<file path="src/rtl/bin_to_bcd_seq_pkg.sv">
// bcd_pkg: shared types and constants for the BCD datapath blocks.
package bcd_pkg;
  typedef enum logic [1:0] {IDLE, SHIFT, DONE} state_e;
  localparam int BCD_DIGIT_W = 4;
  localparam logic [3:0] ADJ_THRESH = 4'd5;
  localparam logic [3:0] ADJ_ADD = 4'd3;
  localparam logic [3:0] BCD_MAX_DIGIT = 4'd9;
endpackage

</file>
<file path="src/rtl/bin_to_bcd_seq_if.sv">
// bin_to_bcd_seq_if: operand and result handshakes of the binary-to-BCD converter.
interface bin_to_bcd_seq_if #(parameter int BIN_W = 8, parameter int DIGITS = 3);
  logic in_valid;
  logic in_ready;
  logic [BIN_W-1:0] in_bin;
  logic out_valid;
  logic out_ready;
  logic [4*DIGITS-1:0] out_bcd;
  logic out_ovf;
  modport master (output in_valid, in_bin, out_ready, input in_ready, out_valid, out_bcd, out_ovf);
  modport slave (input in_valid, in_bin, out_ready, output in_ready, out_valid, out_bcd, out_ovf);
endinterface

</file>
<file path="src/rtl/bin_to_bcd_seq_digit_adj.sv">
// bcd_digit_adj: double-dabble digit correction, adds 3 to a digit of 5 or more.
module bcd_digit_adj
  import bcd_pkg::*;
(
  input  logic [BCD_DIGIT_W-1:0] d_i,
  output logic [BCD_DIGIT_W-1:0] d_o
);
  always_comb d_o = d_i >= ADJ_THRESH ? d_i + ADJ_ADD : d_i;
endmodule

</file>
<file path="src/rtl/bin_to_bcd_seq.sv">
// bin_to_bcd_seq: sequential shift-and-add-3 binary-to-BCD converter with overflow flag.
module bin_to_bcd_seq
  import bcd_pkg::*;
#(
  parameter int BIN_W = 8,
  parameter int DIGITS = 3
) (
  input logic CLOCK_50,
  input logic rst_n,
  bin_to_bcd_seq_if.slave io
);
  localparam int W = BCD_DIGIT_W * DIGITS;
  localparam int CW = $clog2(BIN_W) + 1;
  state_e state_q, state_d;
  logic [BIN_W-1:0] bin_q, bin_d;
  logic [W-1:0] bcd_q, bcd_d, adj;
  logic ovf_q, ovf_d;
  logic [CW-1:0] cnt_q, cnt_d;
  logic accept, shifting;
  for (genvar d = 0; d < DIGITS; d++) begin : g_adj
    bcd_digit_adj u_adj (.d_i(bcd_q[BCD_DIGIT_W*d +: BCD_DIGIT_W]), .d_o(adj[BCD_DIGIT_W*d +: BCD_DIGIT_W]));
  end
  always_ff @(posedge CLOCK_50 or negedge rst_n)
    if (!rst_n) state_q <= IDLE;
    else state_q <= state_d;
  always_comb
    state_d = state_q == IDLE  ? (io.in_valid ? SHIFT : IDLE) :
              state_q == SHIFT ? (cnt_q == CW'(BIN_W - 1) ? DONE : SHIFT) :
              state_q == DONE  ? (io.out_ready ? IDLE : DONE) : IDLE;
  always_comb begin
    io.in_ready  = state_q == IDLE;
    io.out_valid = state_q == DONE;
    io.out_bcd   = bcd_q;
    io.out_ovf   = ovf_q;
  end
  // Adjusted digits shift left with the next binary bit; a bit leaving the top digit is overflow.
  always_comb begin
    accept   = state_q == IDLE && io.in_valid;
    shifting = state_q == SHIFT;
    bin_d = accept ? io.in_bin : shifting ? bin_q << 1 : bin_q;
    bcd_d = accept ? '0 : shifting ? {adj[W-2:0], bin_q[BIN_W-1]} : bcd_q;
    ovf_d = accept ? 1'b0 : shifting ? ovf_q | adj[W-1] : ovf_q;
    cnt_d = accept ? '0 : shifting ? cnt_q + CW'(1) : cnt_q;
  end
  always_ff @(posedge CLOCK_50 or negedge rst_n)
    if (!rst_n) begin
      bin_q <= '0;
      bcd_q <= '0;
      ovf_q <= 1'b0;
      cnt_q <= '0;
    end else begin
      bin_q <= bin_d;
      bcd_q <= bcd_d;
      ovf_q <= ovf_d;
      cnt_q <= cnt_d;
    end
endmodule

</file>
<file path="src/flat_wrapper.sv">
// flat-port wrapper written by rule: the top's interface ports become plain ports
module bin_to_bcd_seq_flat import bcd_pkg::*;
#(
  parameter int BIN_W = 8,
  parameter int DIGITS = 3
)
  (CLOCK_50, rst_n, io_in_valid, io_in_bin, io_out_ready, io_in_ready, io_out_valid, io_out_bcd, io_out_ovf);
  bin_to_bcd_seq_if #(.BIN_W(BIN_W), .DIGITS(DIGITS)) io_i ();
  input logic CLOCK_50;
  input logic rst_n;
  input wire logic [$bits(io_i.in_valid)-1:0] io_in_valid;
  input wire logic [$bits(io_i.in_bin)-1:0] io_in_bin;
  input wire logic [$bits(io_i.out_ready)-1:0] io_out_ready;
  output wire logic [$bits(io_i.in_ready)-1:0] io_in_ready;
  output wire logic [$bits(io_i.out_valid)-1:0] io_out_valid;
  output wire logic [$bits(io_i.out_bcd)-1:0] io_out_bcd;
  output wire logic [$bits(io_i.out_ovf)-1:0] io_out_ovf;
  assign io_i.in_valid = io_in_valid;
  assign io_i.in_bin = io_in_bin;
  assign io_i.out_ready = io_out_ready;
  assign io_in_ready = io_i.in_ready;
  assign io_out_valid = io_i.out_valid;
  assign io_out_bcd = io_i.out_bcd;
  assign io_out_ovf = io_i.out_ovf;
  bin_to_bcd_seq #(.BIN_W(BIN_W), .DIGITS(DIGITS)) u_core (.CLOCK_50(CLOCK_50), .rst_n(rst_n), .io(io_i));
endmodule
</file>
<file path="config.mk">
export PLATFORM = sky130hd
export DESIGN_NAME = bin_to_bcd_seq_flat
export DESIGN_NICKNAME = d
export VERILOG_FILES = /design/src/rtl/bin_to_bcd_seq_pkg.sv /design/src/rtl/bin_to_bcd_seq_if.sv /design/src/rtl/bin_to_bcd_seq_digit_adj.sv /design/src/rtl/bin_to_bcd_seq.sv /design/src/flat_wrapper.sv
export SDC_FILE = /design/constraint.sdc
export NUM_CORES = 1
export LEC_CHECK = 0
export BUFFER_PORTS_ARGS = -buffer_cell sky130_fd_sc_hd__buf_2
export CORE_MARGIN = 1
export CORE_UTILIZATION = 38
export DETAILED_ROUTE_END_ITERATION = 10
export GPL_TIMING_DRIVEN = 0
export HOLD_SLACK_MARGIN = 0.08
export PLACE_DENSITY_LB_ADDON = 0.25
export SYNTH_ARGS = -nofsm -noshare
export SYNTH_HDL_FRONTEND = slang
export SYNTH_SLANG_ARGS = --single-unit
</file>
<file path="constraint.sdc">
create_clock -name CLOCK_50 -period 3.47 [get_ports CLOCK_50]
set_clock_uncertainty 0.15 [all_clocks]
set_input_delay 0.8675 -clock CLOCK_50 [delete_from_list [all_inputs] [get_ports CLOCK_50]]
set_output_delay 0.8675 -clock CLOCK_50 [all_outputs]
set_load 0.005 [all_outputs]
</file>
==> results of run 1 <==
==> state kept, by name (all words and copies together), names as in the netlist <==
register and count:
u_core.state_q 2, u_core.bin_q 8, u_core.io.out_bcd 12, u_core.io.out_ovf 1
u_core.cnt_q 4
==> kinds of logic (layout without fill, tap and decap cells) <==
group | Yosys count | after routing | synth area share [%]
AOI/OAI and AO/OA | 60 | 60 | 28.7
xor gates and xnor gates | 3 | 3 | 1.75
adders and majority gates | 7 | 7 | 5.82
buffers and inverters | 23 | 53 | 6.57
DFF | 27 | 27 | 44.9
muxes | 2 | 2 | 1.50
and+or+nand+nor | 30 | 30 | 10.8
==> synthesized netlist by cell type (4+ instances only) <==
cell	n	area share, %
a21oi_1	8	2.7
nor2b_1	14	5.8
a32o_1	4	2.7
buf_2	7	2.3
dfrtp_1	27	45
o21ai_0	12	4.0
nand2_1	9	2.2
inv_1	14	3.5
o2111ai_1	6	3.5
ha_1	7	5.8
o31ai_1	4	2.0
a22oi_1	7	3.5
==> final cells by class <==
class,instances,area [sq um]
plain buffers,9,46.3
clock buffers,4,45.0
fillers,362,1980
inverters,14,52.6
multi-input cells,102,731
flip-flops and latches,27,676
well taps,48,60.1
repair buffers,26,130
==> worst min path at each step <==
stage | slack [ns] | cells past startpoint | start | end
4_1_cts | 0.38 | 2 | u_core.bin_q[7]$_DFFE_PN0P_ | u_core.io.out_bcd[0]$_DFFE_PN0P_
5_1_grt | 0.41 | 2 | u_core.bin_q[7]$_DFFE_PN0P_ | u_core.io.out_bcd[0]$_DFFE_PN0P_
3_3_place_gp | 0.34 | 2 | u_core.bin_q[7]$_DFFE_PN0P_ | u_core.io.out_bcd[0]$_DFFE_PN0P_
2_1_floorplan | 0.31 | 2 | u_core.bin_q[7]$_DFFE_PN0P_ | u_core.io.out_bcd[0]$_DFFE_PN0P_
6_report | 0.37 | 2 | u_core.bin_q[7]$_DFFE_PN0P_ | u_core.io.out_bcd[0]$_DFFE_PN0P_
3_5_place_dp | 0.36 | 1 | u_core.io.out_bcd[11]$_DFFE_PN0P_ | u_core.io.out_bcd[11]$_DFFE_PN0P_
==> per-layer routing <==
layer	wire [um]	GRT usage [%]
met1	1620	23.1
met2	1580	30.1
met3	99	2.99
met4	41	6.11
met5	0	0
==> through the flow <==
| step | hold WS, ns | instance area [sq um] | std cells |
|---|---|---|---|
| after global routing | 0.408 | 1740 | 230 |
| after global placement | 0.337 | 1700 | 226 |
| after CTS | 0.375 | 1740 | 230 |
| after detailed placement | 0.358 | 1700 | 226 |
| after floorplan | 0.315 | 1510 | 152 |
| final | 0.372 | 1740 | 230 |
==> where the power goes <==
| part | switching [mW] | leakage (nW) | internal [mW] |
|---|---|---|---|
| registers | 0.123 | 0.346 | 0.449 |
| clock network | 0.0981 | 0.0228 | 0.0823 |
| logic | 0.412 | 0.439 | 0.355 |
| total | 0.633 | 0.808 | 0.886 |
==> layout by cell type (no fill, tap or decap), types with 6 or more instances in the layout <==
cell and instances:
a21oi_1 8, a22oi_1 7, buf_2 33, dfrtp_1 27, ha_1 7, inv_1 14
nand2_1 9, nor2b_1 14, o2111ai_1 6, o21ai_0 12
==> worst max-delay path, cell delays in order (launching register included) <==
cell      delay, ns
dfrtp_1        0.33
buf_4          0.16
clkbuf_1       0.34
nor2_1         0.09
buf_2          0.14
==> results.sh, run 1 <==
export IMPL_status="completed"
export IMPL_core_region_area_sq_um=3720
export IMPL_arrival_ns=1.33
export IMPL_antenna_found_initial=0
export IMPL_p_per_area_nw_per_um2=873
export IMPL_drtAntennaViolNets=0
export IMPL_fp_dieW_um=64.9
export IMPL_ys_types=30
export IMPL_globalRouteOverflowTotal=0
export IMPL_fin_crit_sh_pct=67.6
export IMPL_slew_headroom_pct=60.3
export IMPL_grt_pass1_wl_um=5820
export IMPL_synthesis_area_sq_um=1510
export IMPL_area_growth_pct=15.6
export IMPL_die_area_sq_um=4220
export IMPL_worstReg2RegStart="u_core.io.out_bcd[0]$_DFFE_PN0P_"
export IMPL_cts_setup_buffers=0
export IMPL_synthArstFlopShare_pct=100
export IMPL_die_y_um=64.9
export IMPL_dp_hpwl_um=2390
export IMPL_crit_path_start_kind="register"
export IMPL_leakagePower_nw=0.808
export IMPL_synth_seq_area_share_pct=44.9
export IMPL_hold_violations=0
export IMPL_nNetsFinal=202
export IMPL_htree_num_levels=1
export IMPL_crit_fanout=10
export IMPL_synth_edf_count=0
export IMPL_start_util_pct=40.5
export IMPL_synth_nets=171
export IMPL_cp_endpoint="io_in_ready"
export IMPL_fin_crit_ns=2.35
export IMPL_first_pass_iters=4
export IMPL_max_cap_violations=0
export IMPL_cts_buffers=3
export IMPL_cts_reportedPaths_clkPinSlew_ns=0.09
export IMPL_cts_resized=0
export IMPL_ir_worst_vdd_mv=0.395
export IMPL_drive_above_1_share_pct=22.5
export IMPL_yosys_register_bits=27
export IMPL_cp_end_kind="primary output"
export IMPL_setup_violations=0
export IMPL_clockBufferDepth=2
export IMPL_ff2ff_path_depth=5
export IMPL_num_vias=1273
export IMPL_cts_tree="done"
export IMPL_viasPerCell=5.53
export IMPL_clockRootBuffer="clkbuf_8"
export IMPL_holdBufCountCts=0
export IMPL_fmax_ghz=0.426
export IMPL_io_pins=27
export IMPL_syn_inst=152
export IMPL_place_ws_ns=1.42
export IMPL_synthFlopType="dfrtp_1"
export IMPL_ff2ff_setup_slack_ns=1.85
export IMPL_critical_path_startpoint="u_core.state_q[0]$_DFF_PN0_"
export IMPL_slew_viol_final=0
export IMPL_tightest_slew_ns=0.595
export IMPL_worst_slack_ns=1.12
export IMPL_yosys_warnings=0
export IMPL_portBuffers=26
export IMPL_grt_pass1_vias=1261
export IMPL_hp_class="reg2reg"
export IMPL_place_gp_congestion=0.846
export IMPL_path_class="reg2out"
export IMPL_first_iter_violations=88
export IMPL_synth_area_per_cell_sq_um=9.90
export IMPL_grt_util_all_layers_pct=17.9
export IMPL_cp_data_required_time_ns=2.45
export IMPL_clk_latency_ns=0.27
export IMPL_core_rowCount=22
export IMPL_routedWlPerCell_um=14.6
export IMPL_antenna_cells=0
export IMPL_utilization_pct=46.8
export IMPL_fin_setup_tns_ns=0
export IMPL_grt_max_degree=28
export IMPL_drc_errors=0
export IMPL_cts_sink_count=27
export IMPL_rsz0062_at_grt="no"
export IMPL_timing_rr_end="u_core.io.out_bcd[2]$_DFFE_PN0P_"
export IMPL_wl_um=3350
export IMPL_p_total_mw=1.52
(Power assumes the default switching activity.)
==> inputs of run 2 (changes only) <==
clock period = 2.01 ns   (was 3.47 ns; I/O delays follow)
==> run 2 against run 1 <==
  * Hold slack worse by 0.30 ns
  * Non-clock buffer count stayed put
  * First-iteration DRC count grew 4.5%
  * Die area unchanged
  * Global-route usage stayed put
  * Count of clock-buffer cells in the layout did not move
  * Via count rose by 0.31%
  * Largest cell class unchanged
==> results.sh, run 2 (same netlist as run 1, synthesis figures left out) <==
export IMPL_fin_hold_ws_ns=0.0732
export IMPL_die_area_sq_um=4220
export IMPL_setup_violations=0
export IMPL_core_region_area_sq_um=3720
export IMPL_fin_crit_ns=1.91
export IMPL_cts_buffers=3
export IMPL_arrival_ns=1.25
export IMPL_hold_violations=0
export IMPL_slew_headroom_pct=60.3
export IMPL_path_class="reg2out"
export IMPL_slew_viol_final=0
export IMPL_ir_worst_vdd_mv=0.683
export IMPL_status="completed"
export IMPL_holdBufCountCts=0
export IMPL_timing_rr_end="u_core.io.out_bcd[2]$_DFFE_PN0P_"
export IMPL_rsz0062_at_grt="no"
export IMPL_clockBufferDepth=2
export IMPL_first_pass_iters=4
export IMPL_first_iter_violations=92
export IMPL_final_common_cell="buf_2"
export IMPL_grt_util_all_layers_pct=17.9
export IMPL_fp_dieW_um=64.9
export IMPL_area_growth_pct=16.0
export IMPL_grt_max_degree=28
export IMPL_fin_crit_sh_pct=94.8
export IMPL_p_per_area_nw_per_um2=1510
export IMPL_p_total_mw=2.63
export IMPL_cp_end_kind="primary output"
export IMPL_antenna_found_initial=0
export IMPL_start_util_pct=40.5
export IMPL_utilization_pct=47.0
export IMPL_cts_sink_count=27
export IMPL_cts_setup_buffers=0
export IMPL_die_y_um=64.9
export IMPL_fin_setup_tns_ns=0
export IMPL_worstReg2RegStart="u_core.io.out_bcd[0]$_DFFE_PN0P_"
export IMPL_leakagePower_nw=0.808
export IMPL_hp_class="in2async"
export IMPL_htree_num_levels=1
export IMPL_drtAntennaViolNets=0
export IMPL_slowest_stage="dfrtp_2"
export IMPL_place_gp_congestion=0.846
export IMPL_io_pins=27
export IMPL_drc_errors=0
export IMPL_tightest_slew_ns=0.596
export IMPL_clockRootBuffer="clkbuf_8"
export IMPL_placed_area_sq_um=1700
export IMPL_ff2ff_path_depth=5
export IMPL_final_cell_mix="buf_2 (32), dfrtp_1 (26), inv_1 (14), nor2b_1 (14), o21ai_0 (12)"
export IMPL_final_cells=230
export IMPL_num_vias=1277
export IMPL_viasPerCell=5.55
export IMPL_cp_data_required_time_ns=1.36
export IMPL_largest_reg_flops=12
export IMPL_cts_reportedPaths_clkPinSlew_ns=0.09
export IMPL_routedWlPerCell_um=14.6
export IMPL_max_stage_delay_ns=0.47
export IMPL_crit_path_cell_trace="clkbuf_4, and2b_1, buf_2"
export IMPL_crit_path_start_kind="register"
export IMPL_wl_um=3350
export IMPL_crit_fanout=10
export IMPL_dp_hpwl_um=2390
export IMPL_critical_path_startpoint="u_core.state_q[1]$_DFF_PN0_"
export IMPL_drive_above_1_share_pct=23.6
export IMPL_max_cap_violations=0
export IMPL_ff2ff_setup_slack_ns=0.40
export IMPL_fmax_ghz=0.525
export IMPL_worst_slack_ns=0.104
export IMPL_globalRouteOverflowTotal=0
export IMPL_cp_endpoint="io_out_valid"
export IMPL_cts_tree="done"
export IMPL_clk_latency_ns=0.27
export IMPL_antenna_cells=0
export IMPL_fin_area_sq_um=1750
export IMPL_nNetsFinal=202
export IMPL_fill_cells=362
export IMPL_place_ws_ns=0.326
export IMPL_dp_cells=226
export IMPL_core_rowCount=22
export IMPL_portBuffers=26
export IMPL_grt_pass1_wl_um=5820
export IMPL_grt_pass1_vias=1261
==> run 2: final cells by class <==
type	instances	area, sq um	share of cell area (%)
plain buffers	9	50.0	2.87
clock buffers	4	45.0	2.58
inverters	14	52.6	3.01
multi-input cells	102	731	41.9
flip-flops and latches	27	677	38.8
well taps	48	60.1	3.44
repair buffers	26	130	7.46
==> run 2: where the power goes <==
group	leakage (nW)	total, mW	internal, mW	switching (mW)
Combinational	0.441	1.33	0.616	0.711
Clock	0.0228	0.312	0.142	0.170
Sequential	0.344	0.990	0.776	0.214
Total	0.808	2.63	1.53	1.09
==> run 2: what timing repair did <==
action / CTS / global route
hold endpoints to repair: 0 / 0
endpoints found under the setup margin: 0 / 2
gates resized for setup: 0 / 4
==> run 2: worst max-delay path: cells and delay by family (launching register included) <==
family | cells | cell delay (ns)
flops | 1 | 0.47
simple gates | 1 | 0.18
buf+inv | 2 | 0.33
==> run 2: how the worst min path moves through the flow <==
stage / startpoint / endpoint / slack, ns / depth (start not counted)
after floorplan: rst_n / u_core.bin_q[0]$_DFFE_PN0P_ / 0.06 / 0
after global placement: u_core.bin_q[7]$_DFFE_PN0P_ / u_core.io.out_bcd[0]$_DFFE_PN0P_ / 0.34 / 2
after detailed placement: u_core.io.out_bcd[11]$_DFFE_PN0P_ / u_core.io.out_bcd[11]$_DFFE_PN0P_ / 0.36 / 1
after CTS: rst_n / u_core.io.out_ovf$_DFFE_PN0P_ / 0.10 / 1
after global routing: rst_n / u_core.cnt_q[3]$_DFFE_PN0P_ / 0.14 / 1
final: rst_n / u_core.cnt_q[3]$_DFFE_PN0P_ / 0.07 / 1
==> run 2: layer usage <==
layer,vias to the layer above,global-route usage [%],wire length (um)
met1,631,23.1,1620
met5,-,0,0
met2,22,30.1,1580
met4,0,6.11,57
li1,617,-,-
met3,7,2.99,97
